`src/rtl/timer_pkg.sv`:
```
// -----------------------------------------------------------------------------
// timer_pkg
// Shared definitions for the mm:ss countdown control stage.
//   state_t            : controller state encoding (IDLE/RUN/PAUSE/DONE)
//   DIV_COUNT_DEFAULT  : default number of system clocks per decrement strobe
// -----------------------------------------------------------------------------
package timer_pkg;

    typedef enum logic [1:0] {
        IDLE  = 2'd0,
        RUN   = 2'd1,
        PAUSE = 2'd2,
        DONE  = 2'd3
    } state_t;

    localparam int DIV_COUNT_DEFAULT = 100;

endpackage

```
`src/rtl/timer_prescaler.sv`:
```
// -----------------------------------------------------------------------------
// timer_prescaler
// Modulo-DIV_COUNT counter that paces the 1 Hz decrement strobe.
// Ports:
//   clock    in  system clock, rising edge
//   clrn     in  asynchronous active-low reset
//   i_clear  in  force count to 0 (highest priority)
//   i_run    in  advance count (wraps DIV_COUNT-1 -> 0); holds when low
//   o_wrap   out high while the count sits at DIV_COUNT-1
// DIV_COUNT must be at least 2; count width is clog2(DIV_COUNT).
// -----------------------------------------------------------------------------
module timer_prescaler
    import timer_pkg::*;
#(
    parameter int DIV_COUNT = DIV_COUNT_DEFAULT
) (
    input  logic clock,
    input  logic clrn,
    input  logic i_clear,
    input  logic i_run,
    output logic o_wrap
);

    localparam int W = $clog2(DIV_COUNT);
    localparam logic [W-1:0] LAST = W'(DIV_COUNT - 1);

    logic [W-1:0] r_count;

    always_ff @(posedge clock or negedge clrn) begin
        if (!clrn) begin
            r_count <= '0;
        end else if (i_clear) begin
            r_count <= '0;
        end else if (i_run) begin
            r_count <= o_wrap ? '0 : r_count + 1'b1;
        end
    end

    assign o_wrap = (r_count == LAST);

endmodule

```
`src/rtl/timer_control.sv`:
```
// -----------------------------------------------------------------------------
// timer_control
// Control stage in front of the mm:ss down-counter chain. Turns one-cycle
// start/stop/load requests into a one-cycle active-low load strobe and a
// once-per-second decrement strobe, and detects expiry via timer_zero.
// Ports:
//   clock       in  system clock, rising edge
//   clrn        in  asynchronous active-low reset
//   start_req   in  start / resume request
//   stop_req    in  pause / abort request (highest priority)
//   load_req    in  load preset digits request
//   timer_zero  in  all counter digits are zero
//   loadn       out active-low load strobe (registered)
//   enable      out decrement strobe (registered)
//   running     out high while in RUN
//   done        out high while in DONE
//   alarm       out alarm indicator
// Optional feature macro: TIMER_ALARM_BLINK_EN
//   defined   : alarm blinks in DONE (toggles on every prescaler wrap, starts 1)
//   undefined : alarm follows done; prescaler idles in DONE
// -----------------------------------------------------------------------------
module timer_control
    import timer_pkg::*;
#(
    parameter int DIV_COUNT = DIV_COUNT_DEFAULT
) (
    input  logic clock,
    input  logic clrn,
    input  logic start_req,
    input  logic stop_req,
    input  logic load_req,
    input  logic timer_zero,
    output logic loadn,
    output logic enable,
    output logic running,
    output logic done,
    output logic alarm
);

    state_t r_state;
    logic   r_loadn;
    logic   r_enable;
    logic   r_running;
    logic   r_done;
    logic   r_alarm;

    state_t w_state_next;
    logic   w_loadn_next;
    logic   w_any_req;
    logic   w_go_done;
    logic   w_count_run;
    logic   w_resume;
    logic   w_advance;
    logic   w_fire;
    logic   w_wrap;
    logic   w_pre_clear;
    logic   w_pre_run;
    logic   w_done_blink;

    assign w_any_req = start_req | stop_req | load_req;

    // Expiry is only trusted when no decrement is in flight: during an enable
    // cycle the counters have not yet absorbed the strobe, so timer_zero is stale.
    assign w_go_done   = (r_state == RUN) && !stop_req && timer_zero && !r_enable;
    assign w_count_run = (r_state == RUN) && !stop_req && !w_go_done;
    // Resume edge counts as a running tick, so the held phase carries over.
    assign w_resume    = (r_state == PAUSE) && start_req && !stop_req && !load_req;
    assign w_advance   = w_count_run | w_resume;
    // Never strobe into an all-zero chain: that would wrap 00:00 to 59:59.
    assign w_fire      = w_advance && w_wrap && !timer_zero;

`ifdef TIMER_ALARM_BLINK_EN
    assign w_done_blink = (r_state == DONE) && !w_any_req;
`else
    assign w_done_blink = 1'b0;
`endif

    // Clearing on DONE entry gives the blink a clean 2*DIV_COUNT period.
    assign w_pre_clear = (r_state == IDLE)
                       || ((r_state == PAUSE) && (stop_req || load_req))
                       || w_go_done
                       || ((r_state == DONE) && w_any_req);
    assign w_pre_run   = w_advance | w_done_blink;

    timer_prescaler #(
        .DIV_COUNT (DIV_COUNT)
    ) u_prescaler (
        .clock   (clock),
        .clrn    (clrn),
        .i_clear (w_pre_clear),
        .i_run   (w_pre_run),
        .o_wrap  (w_wrap)
    );

    // Next-state decode; request priority is stop > load > start.
    always_comb begin
        w_state_next = r_state;
        w_loadn_next = 1'b1;
        unique case (r_state)
            IDLE: begin
                if (!stop_req) begin
                    if (load_req) begin
                        w_loadn_next = 1'b0;
                    end else if (start_req && !timer_zero) begin
                        w_state_next = RUN;
                    end
                end
            end
            RUN: begin
                if (stop_req) begin
                    w_state_next = PAUSE;
                end else if (w_go_done) begin
                    w_state_next = DONE;
                end
            end
            PAUSE: begin
                if (stop_req) begin
                    w_state_next = IDLE;
                end else if (load_req) begin
                    w_state_next = IDLE;
                    w_loadn_next = 1'b0;
                end else if (start_req) begin
                    w_state_next = RUN;
                end
            end
            DONE: begin
                if (w_any_req) begin
                    w_state_next = IDLE;
                    w_loadn_next = !(load_req && !stop_req);
                end
            end
            default: w_state_next = IDLE;
        endcase
    end

    always_ff @(posedge clock or negedge clrn) begin
        if (!clrn) begin
            r_state   <= IDLE;
            r_loadn   <= 1'b1;
            r_enable  <= 1'b0;
            r_running <= 1'b0;
            r_done    <= 1'b0;
            r_alarm   <= 1'b0;
        end else begin
            r_state   <= w_state_next;
            r_loadn   <= w_loadn_next;
            r_enable  <= w_fire;
            r_running <= (w_state_next == RUN);
            r_done    <= (w_state_next == DONE);
`ifdef TIMER_ALARM_BLINK_EN
            if (w_state_next == DONE) begin
                r_alarm <= (r_state != DONE) ? 1'b1 : (w_wrap ? ~r_alarm : r_alarm);
            end else begin
                r_alarm <= 1'b0;
            end
`else
            r_alarm   <= (w_state_next == DONE);
`endif
        end
    end

    assign loadn   = r_loadn;
    assign enable  = r_enable;
    assign running = r_running;
    assign done    = r_done;
    assign alarm   = r_alarm;

endmodule

```
`config.mk`:
```
export PLATFORM = sky130hd
export DESIGN_NAME = timer_control
export DESIGN_NICKNAME = d
export VERILOG_FILES = /design/src/rtl/timer_pkg.sv /design/src/rtl/timer_prescaler.sv /design/src/rtl/timer_control.sv
export SDC_FILE = /design/constraint.sdc
export NUM_CORES = 1
export LEC_CHECK = 0
export CORE_MARGIN = 2
export CORE_UTILIZATION = 40
export CTS_BUF_LIST = sky130_fd_sc_hd__clkbuf_8
export CTS_CLUSTER_SIZE = 24
export DETAILED_ROUTE_END_ITERATION = 10
export MAX_ROUTING_LAYER = met4
export PLACE_DENSITY_LB_ADDON = 0.15
export SETUP_SLACK_MARGIN = 0.3
export SYNTH_ARGS = -nofsm -noshare
export SYNTH_HDL_FRONTEND = slang
export SYNTH_SLANG_ARGS = --single-unit
```
`constraint.sdc`:
```
create_clock -name clock -period 1.75 [get_ports clock]
set_input_delay 0.2625 -clock clock [delete_from_list [all_inputs] [get_ports clock]]
set_output_delay 0.2625 -clock clock [all_outputs]
set_load 0.05 [all_outputs]
```
# Yosys cells after proc, flatten, opt, wreduce, memory -nomap -nowiden
# Cells that the tools add are included.
# word_totals
regBits	13
input_bits	6
wordCells	59
# op_classes
n_addsub	1
n_eq_ne	6
mux	17
bitwise_logic	3
reduce_logical	26
# ops
op	count
7-bit two-way mux	3
2-bit two-way mux	9
1-bit logical AND	13
2-bit one-hot mux with 4 select lines	1
7-bit by 1-bit adder with 7-bit output (second input constant)	1
7-bit == test (second input constant)	1
2-bit == test (second input constant)	3
1-bit logical NOT	6
2-bit by 1-bit == test with 1-bit output (second input constant)	2
1-bit logical OR	4
1-bit two-way mux	3
1-bit bitwise OR	3
2-bit logical NOT	1
1-bit one-hot mux with 2 select lines	1
2-bit nonzero test	1
2-bit OR reduction	1

# Depth between registers and ports, before layout
# Gate-level depths: netlist of run 1.
# depth
depth_word	9
mapped_depth	5
ltp_nobuf	5

# Modules after synthesis
# A second synthesis of run 1 with hierarchy kept.
# hier_totals
hier_cells	74
hier_area_um2	737.0
# by_module_without_submodules
module	instances	cells_per_inst	area_per_inst_um2	seq_area_each_um2
timer_prescaler	1	42	386.6	175.2
timer_control	1	32	350.3	151.4

# Least setup slack after synthesis of run 1
# Ideal clock, no wire load.
# synth_path
kind	register -> register
from	register u_prescaler.r_count[0]
to	register u_prescaler.r_count[3]
arrival_ns	1.459
required_time_ns	1.624
path_slack_ns	0.165
path_stages_with_launch	6
n_path_buf	0
synth_period_minus_slack_ns	1.585
path_cell_list	dfrtp_1 > ha_1 > nand2_1 > nor4_4 > nor3_4 > a221o_1
# synth_between
elab_chain_cells	4
# synth_rtl
element	line	text
from (decl)	timer_prescaler.sv:27	logic [W-1:0] r_count;
from (signal assigned)	timer_prescaler.sv:35	r_count <= o_wrap ? '0 : r_count + 1'b1;
7-bit by 1-bit adder with 7-bit output / 7-bit == test (equally long branches)	timer_prescaler.sv:35, timer_prescaler.sv:39	
7-bit two-way mux (*)	timer_prescaler.sv:35	
7-bit two-way mux (*)	timer_prescaler.sv:34	end else if (i_run) begin
7-bit two-way mux (*)	timer_prescaler.sv:32	end else if (i_clear) begin
# Mark *: on every way between the ends. The rest lies on a longest branch, timed or not. The select of a mux whose other input is x is not followed.
# A chain may end at the register's enable or synchronous reset.

# Worst setup path after layout of run 1
# layout_path
from	register r_state[1]
to	register u_prescaler.r_count[0]
# layout_between
elab_chain_cells	8
# layout_rtl
element	line	text
from (decl)	timer_control.sv:40	state_t r_state;
from (signal assigned)	timer_control.sv:145	r_state <= w_state_next;
2-bit by 1-bit == test with 1-bit output	timer_control.sv:64, timer_control.sv:65	
1-bit logical AND	timer_control.sv:64, timer_control.sv:65	
1-bit logical AND (2 in a row)	timer_control.sv:64	assign w_go_done = (r_state == RUN) && !stop_req && timer_zero && !r_enable;
1-bit logical NOT	timer_control.sv:65	assign w_count_run = (r_state == RUN) && !stop_req && !w_go_done;
1-bit logical AND	timer_control.sv:65	
1-bit bitwise OR	timer_control.sv:68	assign w_advance = w_count_run | w_resume;
2-bit nonzero test (no line)	--	
# Several ways; a longest one is shown, not always the timed one.

==> results of run 1 <==
[power by group through the flow]
stage | Clock, mW | Combinational [mW] | Sequential (mW)
floorplan | 0 | 0.0529 | 0.339
global placement | 0 | 0.112 | 0.326
detailed placement | 0 | 0.114 | 0.326
CTS | 0.269 | 0.137 | 0.319
global route | 0.287 | 0.155 | 0.320
finish | 0.265 | 0.144 | 0.320
[per-layer routing]
metal / track usage [%] / up-vias / wire, um
met5: - / - / 0
met4: 7.57 / 0 / 12
met3: 3.40 / 2 / 51
met2: 33.1 / 11 / 969
met1: 25.9 / 328 / 867
li1: - / 320 / -
[worst max-delay path: stages, from the launching register on]
cell and delay [ns]:
dfrtp_2 0.44, nor3b_2 0.30, a22oi_2 0.09, buf_6 0.15
nor3_4 0.29, mux2_4 0.22
[state kept, by name, summed over array words and instances, names as in the netlist]
register and count:
r_state 2, alarm 1, enable 1, u_prescaler.r_count 7, running 1, loadn 1
[stage by stage]
| stage | cell area [sq um] | TNS, ns |
|---|---|---|
| 5_1_grt | 1080 | 0 |
| 6_report | 1080 | 0 |
| 2_1_floorplan | 785 | 0 |
| 4_1_cts | 1060 | 0 |
| 3_5_place_dp | 936 | -0.356 |
| 3_3_place_gp | 936 | -0.173 |
[final timing paths]
path	to	cells after the start	slack [ns]
min reg2reg	u_prescaler.r_count[6]	1	0.57
max reg2reg	u_prescaler.r_count[0]	5	0.19
max in group asynchronous	r_state[0]	1	0.97
min in group asynchronous	u_prescaler.r_count[4]	1	0.38
min	enable	2	0.34
max	u_prescaler.r_count[0]	5	0.19
[what timing repair did]
item                       CTS  global route
gates resized for setup      7             4
pin swaps                    3             8
setup buffers                8             1
setup endpoints to repair    9             8
[kinds of logic after synthesis]
family          count (synthesis)  share of synthesized area [%]
mux                             1                           1.46
flops                          13                           42.4
fa+ha+maj                       1                           1.63
simple gates                   37                           34.8
compound gates                 16                           18.2
buf+inv                         2                           1.46
[final cells by class]
type / instances / share of cell area (%)
sequential: 13 / 30.5
tap: 25 / 2.89
inverter: 1 / 0.346
clock buffer: 3 / 3.81
timing repair buffer: 24 / 19.3
clock inverter: 1 / 0.346
multi-input combinational: 55 / 42.8
[cell usage in the layout, fill, tap and decap left out, types with 2 or more instances in the layout]
| cell type | n |
|---|---|
| nand2b_1 | 2 |
| dfrtp_1 | 9 |
| buf_4 | 16 |
| o21ai_0 | 3 |
| clkbuf_8 | 3 |
| nand2_1 | 5 |
| nor2_1 | 3 |
| a221o_1 | 4 |
| nor4_1 | 2 |
| nor4b_1 | 2 |
| nor2b_1 | 3 |
| nand3_1 | 3 |
| o21bai_1 | 2 |
| dlygate4sd2_1 | 4 |
| nor3b_1 | 3 |
| inv_1 | 2 |
| dfrtp_2 | 3 |
| nor3_1 | 2 |
==> summary.md, run 1 <==
| Metric | Value |
|---|---|
| Actual slew at the worst max-slew pin | 0.558 ns |
| Vias in the first global route | 678 |
| Arrival time at the worst endpoint | 1.73 ns |
| RSZ-0062 raised after global routing | yes |
| # nets final | 105 |
| Hold Startpoint | timer_zero |
| Finished Core Util | 61.4% |
| Top_reg_cell synth | dfrtp_1 |
| Iter 0 DRT Violations | 19 |
| Die height | 47.9 um |
| GRT overflow | 0 |
| Half-perimeter wire length after placement | around 1200 um |
| Syn Std Cell Area | 769 sq um |
| Sequential group share of total power | a little over two fifths |
| Synth cell count leaders | dfrtp_1 (12), nand2_1 (6), a221o_1 (4), o21ai_0 (4) |
| Number of buffers created by CTS | 3 |
| Slew Viols, Final | 0 |
| Fin. Hold Viols | 0 |
| Clk Latency, worst-skew pair | 0.24 ns |
| Fmax | 643 MHz |
| First-pass GRT wire length | roughly 3100 um |
| Initial antenna violation count | 0 |
| Antenna Cells | 0 |
| Mapped Cells | 70 |
| Fillers | 160 |
| Crit Reg-Reg Startpoint | r_state[1] |
| Initial Util | 43.6% |
| P_sw | 0.195 mW |
| Row count | 15 |
| Detailed Routing Iterations Pass 1 | 4 |
| DRC | 0 |
| Static Leak | about 0.47 nW |
| Number of synthesized register bits | 13 |
| CP Capture Type | flop |
| Placed insts | roughly 110 |
| Core ar. | about 1800 sq um |
| Syn. warnings | 0 |
| # IOs | 11 |
| Yosys top cell area share | 39.0% |
| Worst Hold Class | in -> reg |
| Status | finished clean |
| GPL Wtd Cong | 0.866 |
| Final wirelength | 1900 um |
| Cell taking the most area after synthesis | dfrtp_1 |
| Max clock buf depth | 2 |
| Share of cells above drive strength 1 | around 42% |
| Final ANT Viol Nets | 0 |
| Worst slew margin | 62.7% |
| Combinational Power Share | 19.7% |
| Crit Path Max Fanout | 6 |
| MaxCap Viol Count | 0 |
| Syn-to-layout area delta | 40.8% |
| Mapped Nets | 77 |
| Worst path required time | 1.93 ns |
| Post-synth EDFFs | 0 |
| CTS tree | built |
| Synth cell types | 33 |
| Total power | ~0.73 mW |
| Clock Power Share | 36.3% |
| Startpoint Class | flop |
| Die W | 47.9 um |
| Most numerous cell in the Yosys netlist | dfrtp_1 |
| Net Sw Frac | 26.9% |
| H-tree depth | 1 |
| Post-CTS Hold Buffers | 0 |
| Non-filler cells, final | 122 |
| Drt wl/cell | 15.6 um |
| Worst VDD drop | 0.000439 V |
| Vias | 661 |
| Largest net degree at the start of global routing | 14 |
| Die area | 2290 sq um |
| Setup WS post-layout | 0.194 ns |
| Register area share after synthesis | 42.4% |
| Vias per inst | 5.42 |
| Total internal power | approximately 0.53 mW |
| Fin crit share | 88.9% |
| Minimum clock period after layout | 1.56 ns |
| Clock Sinks | 13 |
| Pre-CTS WS | -0.0722 ns |
| Root Driver | clkbuf_8 |
| Total GRT Usage | around a fifth |
| Port Buffers | 10 |
| Clock Skew | 0.00735 ns |
| Seq. cell area | between 300 and 400 sq um |
| Hold slack | ~0.34 ns |
| CP startpoint | r_state[1] |
| Cell Pwr Density | about 670 nW/um^2 |
| Multi-input gate area in the final layout | 464 sq um |
| Syn_area_per_cell | about 11 sq um |
| Reg clk slew, reported paths | around 0.060 ns |
| Setup violations, final | 0 |
| Async SR Flop Fraction | 100% |
| Kind of critical path | reg -> reg |
| Top post-synthesis cells by area | dfrtp_1 (39%), a221o_1 (5.2%), dfstp_2 (3.4%) |
Note: power is estimated with default switching activity, not from simulation.
==> run 2, diff against run 1 <==
- CTS_CLUSTER_DIAMETER: not set -> 60
==> results of run 2 <==
No change in the layout: final DEF, timing and power equal those of run 1.
==> run 3, diff against run 2 <==
- TNS_END_PERCENT: not set -> 20
==> run 3 against run 2 <==
Effect of this change: critical endpoint is now u_prescaler.r_count[3]; die area stayed put; register-to-register slack better by 0.08 ns; sequential share of layout area down 0.31 points; clock skew hardly changed; count of clock-buffer cells in the layout unchanged; setup slack better by 0.078 ns; sequential power barely moved; largest power group unchanged.
==> summary.md, run 3 (synthesized netlist as in run 1, its figures left out) <==
| Metric | Value |
|---|---|
| Status | finished clean |
| GPL Wtd Cong | 0.794 |
| Most frequent cells in the layout | buf_4 (16), dfrtp_1 (9), nand2_1 (5) |
| Kind of critical path | reg -> reg |
| Largest net degree at the start of global routing | 14 |
| Drt wl/cell | 13.5 um |
| Biggest register | u_prescaler.r_count |
| Startpoint Class | flop |
| MaxCap Viol Count | 0 |
| Worst Hold Class | in -> async |
| Port Buffers | 10 |
| Post-route setup TNS | 0 ns |
| Detailed Routing Iterations Pass 1 | 4 |
| Reg clk slew, reported paths | 0.06 ns |
| Clk Latency, worst-skew pair | 0.24 ns |
| Vias | 662 |
| Initial Util | between 40% and 50% |
| Total power | 0.708 mW |
| Slew Viols, Final | 0 |
| CTS tree | built |
| Total GRT Usage | 16.6% |
| Minimum clock period after layout | 1.48 ns |
| Number of buffers created by CTS | 3 |
| Antenna Cells | 0 |
| Syn-to-layout area delta | 42.3% |
| Fin crit share | between 80% and 90% |
| GRT overflow | 0 |
| RSZ-0062 raised after global routing | yes |
| DRC | 0 |
| Worst path slowest cell | dfrtp_1 |
| Worst VDD drop | 0.000429 V |
| Vias per inst | around 5.4 |
| Arrival time at the worst endpoint | 1.59 ns |
| Row count | 15 |
| Core ar. | between 1500 and 2000 sq um |
| Actual slew at the worst max-slew pin | 0.549 ns |
| Fmax | 676 MHz |
| Half-perimeter wire length after placement | 1150 um |
| Crit Path Max Fanout | 7 |
| Die W | 47.9 um |
| Worst path cell trace | nand2b_1 > nor4_4 > buf_4 > nor3_4 > a221o_1 |
| Fin. Hold Viols | 0 |
| Final wirelength | 1660 um |
| Worst path required time | approximately 1.9 ns |
| Cell Pwr Density | around 650 nW/um^2 |
| Setup violations, final | 0 |
| Pre-CTS WS | -0.0898 ns |
| Die area | 2290 sq um |
| Max reg flops | 7 |
| Initial antenna violation count | 0 |
| Setup WS post-layout | around 0.27 ns |
| Static Leak | 0.515 nW |
| Commonest non-fill, non-tap cell in the layout | buf_4 |
| H-tree depth | 1 |
| Fillers | 159 |
| First-pass GRT wire length | between 2000 and 3000 um |
| Die height | around 48 um |
| Max clock buf depth | 2 |
| CP peak stage delay | roughly 0.42 ns |
| Vias in the first global route | 550 |
| Share of cells above drive strength 1 | 39.8% |
| # nets final | 106 |
| Root Driver | clkbuf_8 |
| Final ANT Viol Nets | 0 |
| Worst slew margin | 63.3% |
| Clock Sinks | 13 |
| # IOs | 11 |
| Iter 0 DRT Violations | 23 |
| Clock Skew | 0.00700 ns |
| CP Capture Type | flop |
| Largest registers | u_prescaler.r_count (7), r_state (2) |
[run 3: final timing paths]
path	slack (ns)	end	from	cells after the start
setup / recovery	0.27	u_prescaler.r_count[3]	u_prescaler.r_count[4]	5
hold / removal	0.38	u_prescaler.r_count[1]	clrn	1
setup reg to reg	0.27	u_prescaler.r_count[3]	u_prescaler.r_count[4]	5
hold reg to reg	0.59	u_prescaler.r_count[6]	u_prescaler.r_count[6]	1
max in group asynchronous	0.97	r_state[0]	clrn	1
min in group clock	0.51	loadn	stop_req	2
[run 3: worst max-delay path: cells and delay by family, from the launching register on]
family	cells	cell delay [ns]
flip-flops	1	0.42
buffers and inverters	1	0.19
AO/OA/AOI/OAI	1	0.29
AND/OR/NAND/NOR	3	0.46
[run 3: layer usage]
metal  track usage (%)  routed length, um  up-vias
met3              3.40                 48        2
met4              4.86                 10        0
li1                  -                  -      324
met1              24.7                836      325
met2              22.4                765       11
met5                 -                  0        -
[run 3: cell type report]
cell class | count | area [sq um] | share of cell area (%)
flip-flops and latches | 13 | 330 | 30.2
well taps | 25 | 31.3 | 2.86
multi-input cells | 55 | 465 | 42.5
repair buffers | 25 | 219 | 20.0
clock inverters | 1 | 3.75 | 0.343
clock buffers | 3 | 41.3 | 3.77
inverters | 1 | 3.75 | 0.343
[run 3: what timing repair did]
| action | in CTS | in global routing |
|---|---|---|
| setup buffers | 0 | 10 |
| setup endpoints to repair | 10 | 11 |
| pin swaps | 0 | 6 |
| gates resized for setup | 2 | 13 |
| hold buffers | 0 | 0 |
[run 3: stage by stage]
step           utilization [%]  hold WS (ns)  instances  area (sq um)
5_1_grt                   62.1         0.431        123          1090
2_1_floorplan                -       -0.0331         70           773
4_1_cts                   55.1         0.408        113           972
3_3_place_gp              52.7         0.547        109           930
6_report                  62.1         0.381        123          1090
3_5_place_dp              52.7         0.557        109           930
[run 3: where the power goes]
part	total (mW)	switching, mW	internal, mW
Clock	0.253	0.0993	0.154
Combinational	0.133	0.0715	0.0620
Sequential	0.321	0.00999	0.311
Total	0.708	0.181	0.528
